--- src/rtl/memory_channel_initiator_if.sv ---
// rtl/memory_channel_initiator_if.sv - CPU load/store port and memory controller channel signals
// The master modport is the initiator's view; slave is the CPU/controller side.
interface memory_channel_initiator_if;
    logic        req_valid;
    logic        req_ready;
    logic        req_write;
    logic [2:0]  req_funct3;
    logic [31:0] req_address;
    logic [31:0] req_write_value;
    logic        rsp_valid;
    logic        rsp_error;
    logic [31:0] rsp_read_data;
    logic        mem_req_valid;
    logic        mem_req_ready;
    logic        mem_req_write;
    logic [31:0] mem_req_address;
    logic [31:0] mem_req_write_data;
    logic        mem_rsp_valid;
    logic        mem_rsp_ready;
    logic        mem_rsp_error;
    logic [31:0] mem_rsp_read_data;

    modport master (
        input  req_valid, req_write, req_funct3, req_address, req_write_value,
        output req_ready, rsp_valid, rsp_error, rsp_read_data,
        output mem_req_valid, mem_req_write, mem_req_address, mem_req_write_data,
        input  mem_req_ready,
        input  mem_rsp_valid, mem_rsp_error, mem_rsp_read_data,
        output mem_rsp_ready
    );

    modport slave (
        output req_valid, req_write, req_funct3, req_address, req_write_value,
        input  req_ready, rsp_valid, rsp_error, rsp_read_data,
        input  mem_req_valid, mem_req_write, mem_req_address, mem_req_write_data,
        output mem_req_ready,
        output mem_rsp_valid, mem_rsp_error, mem_rsp_read_data,
        input  mem_rsp_ready
    );
endinterface

--- src/rtl/memory_channel_initiator.sv ---
// rtl/memory_channel_initiator.sv - RISC-V load/store to word-aligned memory channel initiator
// Optional feature macro MEM_INITIATOR_RMW_STORE_EN: SB/SH via read-modify-write (else rejected).
module memory_channel_initiator #(
    parameter int TIMEOUT_CYCLES = 255
) (
    input  logic                              clock,
    input  logic                              clear_n,
    memory_channel_initiator_if.master        bus
);
    typedef enum logic [2:0] {
        S_IDLE,
        S_READ_ISSUE,
        S_READ_WAIT,
        S_WRITE_ISSUE,
        S_WRITE_WAIT,
        S_RESPOND
    } state_t;

    localparam logic [7:0] TIMEOUT_LAST = 8'(TIMEOUT_CYCLES - 1);

    state_t      state_q;
    logic [7:0]  timer_q;
    logic [2:0]  funct3_q;
    logic [1:0]  lane_q;
`ifdef MEM_INITIATOR_RMW_STORE_EN
    logic        write_q;
    logic [31:0] value_q;
`endif

    logic        req_ready_q;
    logic        rsp_valid_q;
    logic        rsp_error_q;
    logic [31:0] rsp_read_data_q;
    logic        mem_req_valid_q;
    logic        mem_req_write_q;
    logic [29:0] mem_word_q;
    logic [31:0] mem_req_write_data_q;
    logic        mem_rsp_ready_q;

    logic        decode_err_d;
    logic        timeout_d;
    logic [4:0]  shamt_d;
    logic [31:0] lane_word_d;
    logic [31:0] load_data_d;

    always_comb begin
        decode_err_d = 1'b0;
        if (bus.req_write) begin
`ifdef MEM_INITIATOR_RMW_STORE_EN
            decode_err_d = !(bus.req_funct3 inside {3'b000, 3'b001, 3'b010});
`else
            decode_err_d = (bus.req_funct3 != 3'b010);
`endif
        end else begin
            decode_err_d = !(bus.req_funct3 inside {3'b000, 3'b001, 3'b010, 3'b100, 3'b101});
        end
        if (bus.req_funct3[1:0] == 2'b01 && bus.req_address[0]) begin
            decode_err_d = 1'b1;
        end
        if (bus.req_funct3[1:0] == 2'b10 && bus.req_address[1:0] != 2'b00) begin
            decode_err_d = 1'b1;
        end
    end

    assign timeout_d   = (timer_q == TIMEOUT_LAST);
    assign shamt_d     = {lane_q, 3'b000};
    assign lane_word_d = bus.mem_rsp_read_data >> shamt_d;

    always_comb begin
        case (funct3_q)
            3'b000:  load_data_d = {{24{lane_word_d[7]}}, lane_word_d[7:0]};
            3'b001:  load_data_d = {{16{lane_word_d[15]}}, lane_word_d[15:0]};
            3'b100:  load_data_d = {24'h0, lane_word_d[7:0]};
            3'b101:  load_data_d = {16'h0, lane_word_d[15:0]};
            default: load_data_d = bus.mem_rsp_read_data;
        endcase
    end

`ifdef MEM_INITIATOR_RMW_STORE_EN
    logic [31:0] lane_mask_d;
    logic [31:0] store_word_d;

    // funct3[0] distinguishes SH from SB; the other bytes of the read word are preserved.
    assign lane_mask_d  = (funct3_q[0] ? 32'h0000_FFFF : 32'h0000_00FF) << shamt_d;
    assign store_word_d = (bus.mem_rsp_read_data & ~lane_mask_d) | ((value_q << shamt_d) & lane_mask_d);
`endif

    always_ff @(posedge clock) begin
        if (!clear_n) begin
            state_q              <= S_IDLE;
            timer_q              <= '0;
            funct3_q             <= '0;
            lane_q               <= '0;
`ifdef MEM_INITIATOR_RMW_STORE_EN
            write_q              <= 1'b0;
            value_q              <= '0;
`endif
            req_ready_q          <= 1'b1;
            rsp_valid_q          <= 1'b0;
            rsp_error_q          <= 1'b0;
            rsp_read_data_q      <= '0;
            mem_req_valid_q      <= 1'b0;
            mem_req_write_q      <= 1'b0;
            mem_word_q           <= '0;
            mem_req_write_data_q <= '0;
            mem_rsp_ready_q      <= 1'b0;
        end else begin
            rsp_valid_q     <= 1'b0;
            rsp_error_q     <= 1'b0;
            rsp_read_data_q <= '0;
            timer_q         <= timer_q + 8'd1;
            case (state_q)
                S_IDLE: begin
                    timer_q <= '0;
                    if (bus.req_valid) begin
                        funct3_q    <= bus.req_funct3;
                        lane_q      <= bus.req_address[1:0];
`ifdef MEM_INITIATOR_RMW_STORE_EN
                        write_q     <= bus.req_write;
                        value_q     <= bus.req_write_value;
`endif
                        req_ready_q <= 1'b0;
                        if (decode_err_d) begin
                            state_q     <= S_RESPOND;
                            rsp_valid_q <= 1'b1;
                            rsp_error_q <= 1'b1;
                        end else if (bus.req_write && bus.req_funct3 == 3'b010) begin
                            state_q              <= S_WRITE_ISSUE;
                            mem_req_valid_q      <= 1'b1;
                            mem_req_write_q      <= 1'b1;
                            mem_word_q           <= bus.req_address[31:2];
                            mem_req_write_data_q <= bus.req_write_value;
                        end else begin
                            // Loads and the read half of a sub-word store.
                            state_q              <= S_READ_ISSUE;
                            mem_req_valid_q      <= 1'b1;
                            mem_req_write_q      <= 1'b0;
                            mem_word_q           <= bus.req_address[31:2];
                            mem_req_write_data_q <= '0;
                        end
                    end
                end
                S_READ_ISSUE, S_WRITE_ISSUE: begin
                    if (bus.mem_req_ready) begin
                        state_q         <= (state_q == S_READ_ISSUE) ? S_READ_WAIT : S_WRITE_WAIT;
                        timer_q         <= '0;
                        mem_req_valid_q <= 1'b0;
                        mem_rsp_ready_q <= 1'b1;
                    end else if (timeout_d) begin
                        state_q         <= S_RESPOND;
                        mem_req_valid_q <= 1'b0;
                        rsp_valid_q     <= 1'b1;
                        rsp_error_q     <= 1'b1;
                    end
                end
                S_READ_WAIT: begin
                    if (bus.mem_rsp_valid) begin
                        mem_rsp_ready_q <= 1'b0;
                        timer_q         <= '0;
                        if (bus.mem_rsp_error) begin
                            state_q     <= S_RESPOND;
                            rsp_valid_q <= 1'b1;
                            rsp_error_q <= 1'b1;
`ifdef MEM_INITIATOR_RMW_STORE_EN
                        end else if (write_q) begin
                            state_q              <= S_WRITE_ISSUE;
                            mem_req_valid_q      <= 1'b1;
                            mem_req_write_q      <= 1'b1;
                            mem_req_write_data_q <= store_word_d;
`endif
                        end else begin
                            state_q         <= S_RESPOND;
                            rsp_valid_q     <= 1'b1;
                            rsp_read_data_q <= load_data_d;
                        end
                    end else if (timeout_d) begin
                        state_q         <= S_RESPOND;
                        mem_rsp_ready_q <= 1'b0;
                        rsp_valid_q     <= 1'b1;
                        rsp_error_q     <= 1'b1;
                    end
                end
                S_WRITE_WAIT: begin
                    if (bus.mem_rsp_valid || timeout_d) begin
                        state_q         <= S_RESPOND;
                        mem_rsp_ready_q <= 1'b0;
                        rsp_valid_q     <= 1'b1;
                        rsp_error_q     <= bus.mem_rsp_valid ? bus.mem_rsp_error : 1'b1;
                    end
                end
                S_RESPOND: begin
                    state_q              <= S_IDLE;
                    req_ready_q          <= 1'b1;
                    mem_req_write_q      <= 1'b0;
                    mem_word_q           <= '0;
                    mem_req_write_data_q <= '0;
                end
                default: begin
                    state_q     <= S_IDLE;
                    req_ready_q <= 1'b1;
                end
            endcase
        end
    end

    assign bus.req_ready          = req_ready_q;
    assign bus.rsp_valid          = rsp_valid_q;
    assign bus.rsp_error          = rsp_error_q;
    assign bus.rsp_read_data      = rsp_read_data_q;
    assign bus.mem_req_valid      = mem_req_valid_q;
    assign bus.mem_req_write      = mem_req_write_q;
    assign bus.mem_req_address    = {mem_word_q, 2'b00};
    assign bus.mem_req_write_data = mem_req_write_data_q;
    assign bus.mem_rsp_ready      = mem_rsp_ready_q;
endmodule

--- src/flat_wrapper.sv ---
// flat-port wrapper written by rule: the top's interface ports become plain ports
module memory_channel_initiator_flat 
#(
    parameter int TIMEOUT_CYCLES = 255
)
  (clock, clear_n, bus_req_valid, bus_req_write, bus_req_funct3, bus_req_address, bus_req_write_value, bus_req_ready, bus_rsp_valid, bus_rsp_error, bus_rsp_read_data, bus_mem_req_valid, bus_mem_req_write, bus_mem_req_address, bus_mem_req_write_data, bus_mem_req_ready, bus_mem_rsp_valid, bus_mem_rsp_error, bus_mem_rsp_read_data, bus_mem_rsp_ready);
  memory_channel_initiator_if bus_i ();
  input  logic clock;
  input  logic clear_n;
  input wire logic [$bits(bus_i.req_valid)-1:0] bus_req_valid;
  input wire logic [$bits(bus_i.req_write)-1:0] bus_req_write;
  input wire logic [$bits(bus_i.req_funct3)-1:0] bus_req_funct3;
  input wire logic [$bits(bus_i.req_address)-1:0] bus_req_address;
  input wire logic [$bits(bus_i.req_write_value)-1:0] bus_req_write_value;
  output wire logic [$bits(bus_i.req_ready)-1:0] bus_req_ready;
  output wire logic [$bits(bus_i.rsp_valid)-1:0] bus_rsp_valid;
  output wire logic [$bits(bus_i.rsp_error)-1:0] bus_rsp_error;
  output wire logic [$bits(bus_i.rsp_read_data)-1:0] bus_rsp_read_data;
  output wire logic [$bits(bus_i.mem_req_valid)-1:0] bus_mem_req_valid;
  output wire logic [$bits(bus_i.mem_req_write)-1:0] bus_mem_req_write;
  output wire logic [$bits(bus_i.mem_req_address)-1:0] bus_mem_req_address;
  output wire logic [$bits(bus_i.mem_req_write_data)-1:0] bus_mem_req_write_data;
  input wire logic [$bits(bus_i.mem_req_ready)-1:0] bus_mem_req_ready;
  input wire logic [$bits(bus_i.mem_rsp_valid)-1:0] bus_mem_rsp_valid;
  input wire logic [$bits(bus_i.mem_rsp_error)-1:0] bus_mem_rsp_error;
  input wire logic [$bits(bus_i.mem_rsp_read_data)-1:0] bus_mem_rsp_read_data;
  output wire logic [$bits(bus_i.mem_rsp_ready)-1:0] bus_mem_rsp_ready;
  assign bus_i.req_valid = bus_req_valid;
  assign bus_i.req_write = bus_req_write;
  assign bus_i.req_funct3 = bus_req_funct3;
  assign bus_i.req_address = bus_req_address;
  assign bus_i.req_write_value = bus_req_write_value;
  assign bus_req_ready = bus_i.req_ready;
  assign bus_rsp_valid = bus_i.rsp_valid;
  assign bus_rsp_error = bus_i.rsp_error;
  assign bus_rsp_read_data = bus_i.rsp_read_data;
  assign bus_mem_req_valid = bus_i.mem_req_valid;
  assign bus_mem_req_write = bus_i.mem_req_write;
  assign bus_mem_req_address = bus_i.mem_req_address;
  assign bus_mem_req_write_data = bus_i.mem_req_write_data;
  assign bus_i.mem_req_ready = bus_mem_req_ready;
  assign bus_i.mem_rsp_valid = bus_mem_rsp_valid;
  assign bus_i.mem_rsp_error = bus_mem_rsp_error;
  assign bus_i.mem_rsp_read_data = bus_mem_rsp_read_data;
  assign bus_mem_rsp_ready = bus_i.mem_rsp_ready;
  memory_channel_initiator #(.TIMEOUT_CYCLES(TIMEOUT_CYCLES)) u_core (.clock(clock), .clear_n(clear_n), .bus(bus_i));
endmodule
--- config.mk ---
export PLATFORM = sky130hd
export DESIGN_NAME = memory_channel_initiator_flat
export DESIGN_NICKNAME = d
export VERILOG_FILES = /design/src/rtl/memory_channel_initiator_if.sv /design/src/rtl/memory_channel_initiator.sv /design/src/flat_wrapper.sv
export SDC_FILE = /design/constraint.sdc
export NUM_CORES = 1
export LEC_CHECK = 0
export CAP_MARGIN = 20
export CORE_MARGIN = 4
export CORE_UTILIZATION = 41
export DETAILED_ROUTE_END_ITERATION = 10
export HOLD_SLACK_MARGIN = 0.05
export PLACE_DENSITY = 0.81
export RECOVER_POWER = 100
export SLEW_MARGIN = 20
export SYNTH_ARGS = -nofsm -noshare
export SYNTH_HDL_FRONTEND = slang
export SYNTH_SLANG_ARGS = --single-unit
--- constraint.sdc ---
create_clock -name clock -period 2.12 [get_ports clock]
set_input_delay 0.212 -clock clock [delete_from_list [all_inputs] [get_ports clock]]
set_output_delay 0.212 -clock clock [all_outputs]
set_load 0.03 [all_outputs]
==> summary.md <==
| Metric | Value |
|---|---|
| Clock Latency Late Sink | `0.50 ns` |
| Slew HR | `0.403` |
| Post-CTS sizing | `0` |
| Count of flip-flops with a built-in enable after synthesis | `0` |
| Critical-path maximum fanout | `16` |
| Worst slew pin tran | `0.886 ns` |
| WP data required | `2.56 ns` |
| Ant. Diodes | `0` |
| Sw frac | `0.265` |
| Critical Path AT | `2.36 ns` |
| Post-synthesis xor/xnor area fraction | `0.0141` |
| Most frequent cells after synthesis | `dfxtp_1 (116), a22o_1 (62), nor2_1 (24), a21oi_1 (21), a21o_1 (19)` |
| Compound-Gate Fraction of Synth Area | `0.264` |
| Post-synthesis mux area share | `0.0401` |
| CTS tree | `done` |
| Top-area cell type share of the netlist area | `0.535` |
| Slew Viols, Final | `0` |
| Initial antenna violation count | `0` |
| Remaining DRCs | `0` |
| Share of layout cells above drive strength 1 | `0.0909` |
| Min-delay worst type | `in2reg` |
| Placed cell count | `731` |
| Grt ovf | `0` |
| TritonCTS Buffers | `17` |
| Largest family of logic cells by synthesized area | `compound AO/OA/AOI/OAI gates` |
| Clock power share | `0.450` |
| Fin. Hold Viols | `0` |
| Root Buffer | `clkbuf_8` |
| Largest net degree at the start of global routing | `64` |
| Post-Route Setup TNS | `0 ns` |
| Worst Setup Start Kind | `flop` |
| Main synth FF type | `dfxtp_1` |
| CP max stage cell | `nor4b_1` |
| # IOs | `208` |
| All-Layer GR Usage | `0.215` |
| Area Growth Syn to Fin | `62.3%` |
| Initial Utilization | `0.421` |
| Crit Path Category | `reg2reg` |
| CP Capture Type | `flop` |
| Synthesized area | `4340 um^2` |
| CORE AREA | `10300 um^2` |
| Maxcap violations | `0` |
| Clock Skew | `0.00789 ns` |
| Ys Warns | `0` |
| Power per cell area | `800 nW/um^2` |
| FP Rows | `37` |
| Reg clk slew, reported paths | `0.06 ns` |
| Chip Height | `111 um` |
| Leakage | `3.15 nW` |
| Top cells by area, synth | `dfxtp_1 (53%), a22o_1 (13%), a21o_1 (3.3%)` |
| Worst path max stage delay | `0.42 ns` |
| Period Utilization, post-route | `0.907` |
| Worst vdd ir | `0.000540 V` |
| Synthesized area per cell | `10.6 um^2` |
| Register share of total power | `0.405` |
| Syn Inst Count | `408` |
| Synth Area in Adders | `0.00576` |
| Synth Area in Simple Gates | `0.0911` |
| Die W | `111 um` |
| Most frequent cell after synthesis | `dfxtp_1` |
| IO Port Bufs | `205` |
| Switching power | `0.00149 W` |
| RSZ-0062 raised after global routing | `no` |
| Number of standard cells in the final layout excluding fillers | `763` |
| Cell mode on critical path | `clkbuf_2` |
| CTS sink cnt | `116` |
| P_int | `0.00414 W` |
| Layout net count | `722` |
| Asr flop ratio synth | `0` |
| Hold_ws | `0.300 ns` |
| H-Tree Depth | `4` |
| Antenna-violating nets left | `0` |
| Sequential area share after synthesis | `0.535` |
| Vias | `4053` |
| Distinct cells, synth | `50` |
| GP Congestion | `0.920` |
| F_max | `520 MHz` |
| Routed vias/inst | `5.31` |
| Vias in the first global route | `4174` |
| Die Area | `12300 um^2` |
| Routed len/inst | `17.6 um` |
| #FFs+latches synth | `116` |
| Post-synth top area cell | `dfxtp_1` |
| Hold_buf cts | `0` |
| Status | `completed` |
| Crit path time final | `1.92 ns` |
| Buffer count from post-CTS setup fixing | `0` |
| CTS max path bufs | `2` |
| DRT Pass-1 Iters | `5` |
| CP cell instances | `clkbuf_2 -> nor4b_1 -> and3_1 -> o2111a_1 -> clkbuf_2 -> a21o_1` |
| Detail Placement HPWL | `10100 um` |
| DRT iter0 DRCs | `309` |
| Combinational power share | `0.144` |
| Final WL | `13400 um` |
| Global-route wire length before repair | `21400 um` |
| Final setup fails | `0` |
==> stage by stage <==
step	setup slack [ns]	cell area (um^2)	total power, W	util
after global routing	0.0571	7050	0.00586	0.683
after detailed placement	0.0843	6530	0.00316	0.633
after CTS	0.274	7080	0.00571	0.685
after global placement	0.148	6530	0.00314	0.633
after floorplan	0.429	4350	0.00276	-
final	0.197	7050	0.00564	0.683
==> power groups by stage <==
stage          registers (W)  clock network (W)  logic [W]
2_1_floorplan        0.00240                  0   0.000358
3_3_place_gp         0.00233                  0   0.000808
5_1_grt              0.00229            0.00269   0.000874
4_1_cts              0.00229            0.00260   0.000833
6_report             0.00228            0.00254   0.000815
3_5_place_dp         0.00233                  0   0.000825
==> final cells by class <==
type                    instances  area, um^2
multi-input cells             253        1820
clock inverters                13         100
repair buffers                220        2170
clock buffers                  19         442
inverters                       6        22.5
flip-flops and latches        116        2320
fillers                       795        3280
well taps                     136         170
==> worst max-delay path: cells and delay by family, from the launching register on <==
family | cells | cell delay [ns]
buf+inv | 2 | 0.50
compound gates | 2 | 0.35
simple gates | 2 | 0.70
flops | 1 | 0.30
==> placed cells by master (no fill, tap or decap), drive strengths merged, types with 2 or more instances in the layout <==
| cell | synthesis | layout |
|---|---|---|
| o211a | 2 | 2 |
| buf | 20 | 10 |
| nand4 | 3 | 3 |
| o221a | 7 | 7 |
| nor2 | 24 | 24 |
| nand2 | 17 | 17 |
| xnor2 | 2 | 2 |
| and3 | 4 | 4 |
| nand3 | 4 | 4 |
| nor3 | 4 | 4 |
| a21oi | 22 | 22 |
| a22o | 62 | 62 |
| dlygate4sd3 | 0 | 100 |
| mux2i | 14 | 14 |
| conb | 1 | 2 |
| a211oi | 3 | 3 |
| clkinv | 0 | 7 |
| and2 | 2 | 2 |
| a22oi | 10 | 10 |
| nor2b | 8 | 8 |
| ha | 2 | 2 |
| o21ai | 14 | 14 |
| nor3b | 4 | 4 |
| dfxtp | 116 | 116 |
| clkbuf | 14 | 24 |
| inv | 6 | 10 |
| o21a | 2 | 2 |
| clkdlybuf4s50 | 0 | 105 |
| and4 | 2 | 2 |
| clkinvlp | 0 | 2 |
| a21o | 19 | 19 |
| a31oi | 2 | 2 |
| xor2 | 5 | 5 |
==> layer usage <==
layer	GRT usage	up-vias	wire length, um
met2	0.360	174	6520
met3	0.0682	34	869
met5	0	-	0
met4	0.0993	0	443
li1	-	1923	-
met1	0.250	1922	5590
==> worst paths after layout <==
| kind | depth (start not counted) | from | to | slack [ns] |
|---|---|---|---|---|
| max reg2reg | 6 | u_core.state_q[0] | u_core.bus.rsp_read_data[17] | 0.20 |
| min | 2 | bus_req_address[28] | u_core.mem_word_q[26] | 0.30 |
| max | 6 | u_core.state_q[0] | u_core.bus.rsp_read_data[17] | 0.20 |
| min reg2reg | 1 | u_core.bus.mem_req_write | u_core.bus.mem_req_write | 0.45 |
==> sequential cells by signal, summed over array words and instances (netlist names) <==
register,cells
u_core.mem_word_q,30
u_core.timer_q,8
u_core.lane_q,2
u_core.bus.mem_rsp_ready,1
u_core.bus.rsp_read_data,32
u_core.bus.req_ready,1
u_core.state_q,3
u_core.bus.mem_req_valid,1
u_core.bus.rsp_error,1
u_core.bus.rsp_valid,1
u_core.funct3_q,3
u_core.bus.mem_req_write,1
u_core.bus.mem_req_write_data,32
==> cell families after synthesis <==
| logic type | count (synthesis) |
|---|---|
| flops | 116 |
| compound gates | 149 |
| xor+xnor | 7 |
| simple gates | 77 |
| other cells | 1 |
| buf+inv | 40 |
| mux | 16 |
| fa+ha+maj | 2 |
(Power assumes the default switching activity.)
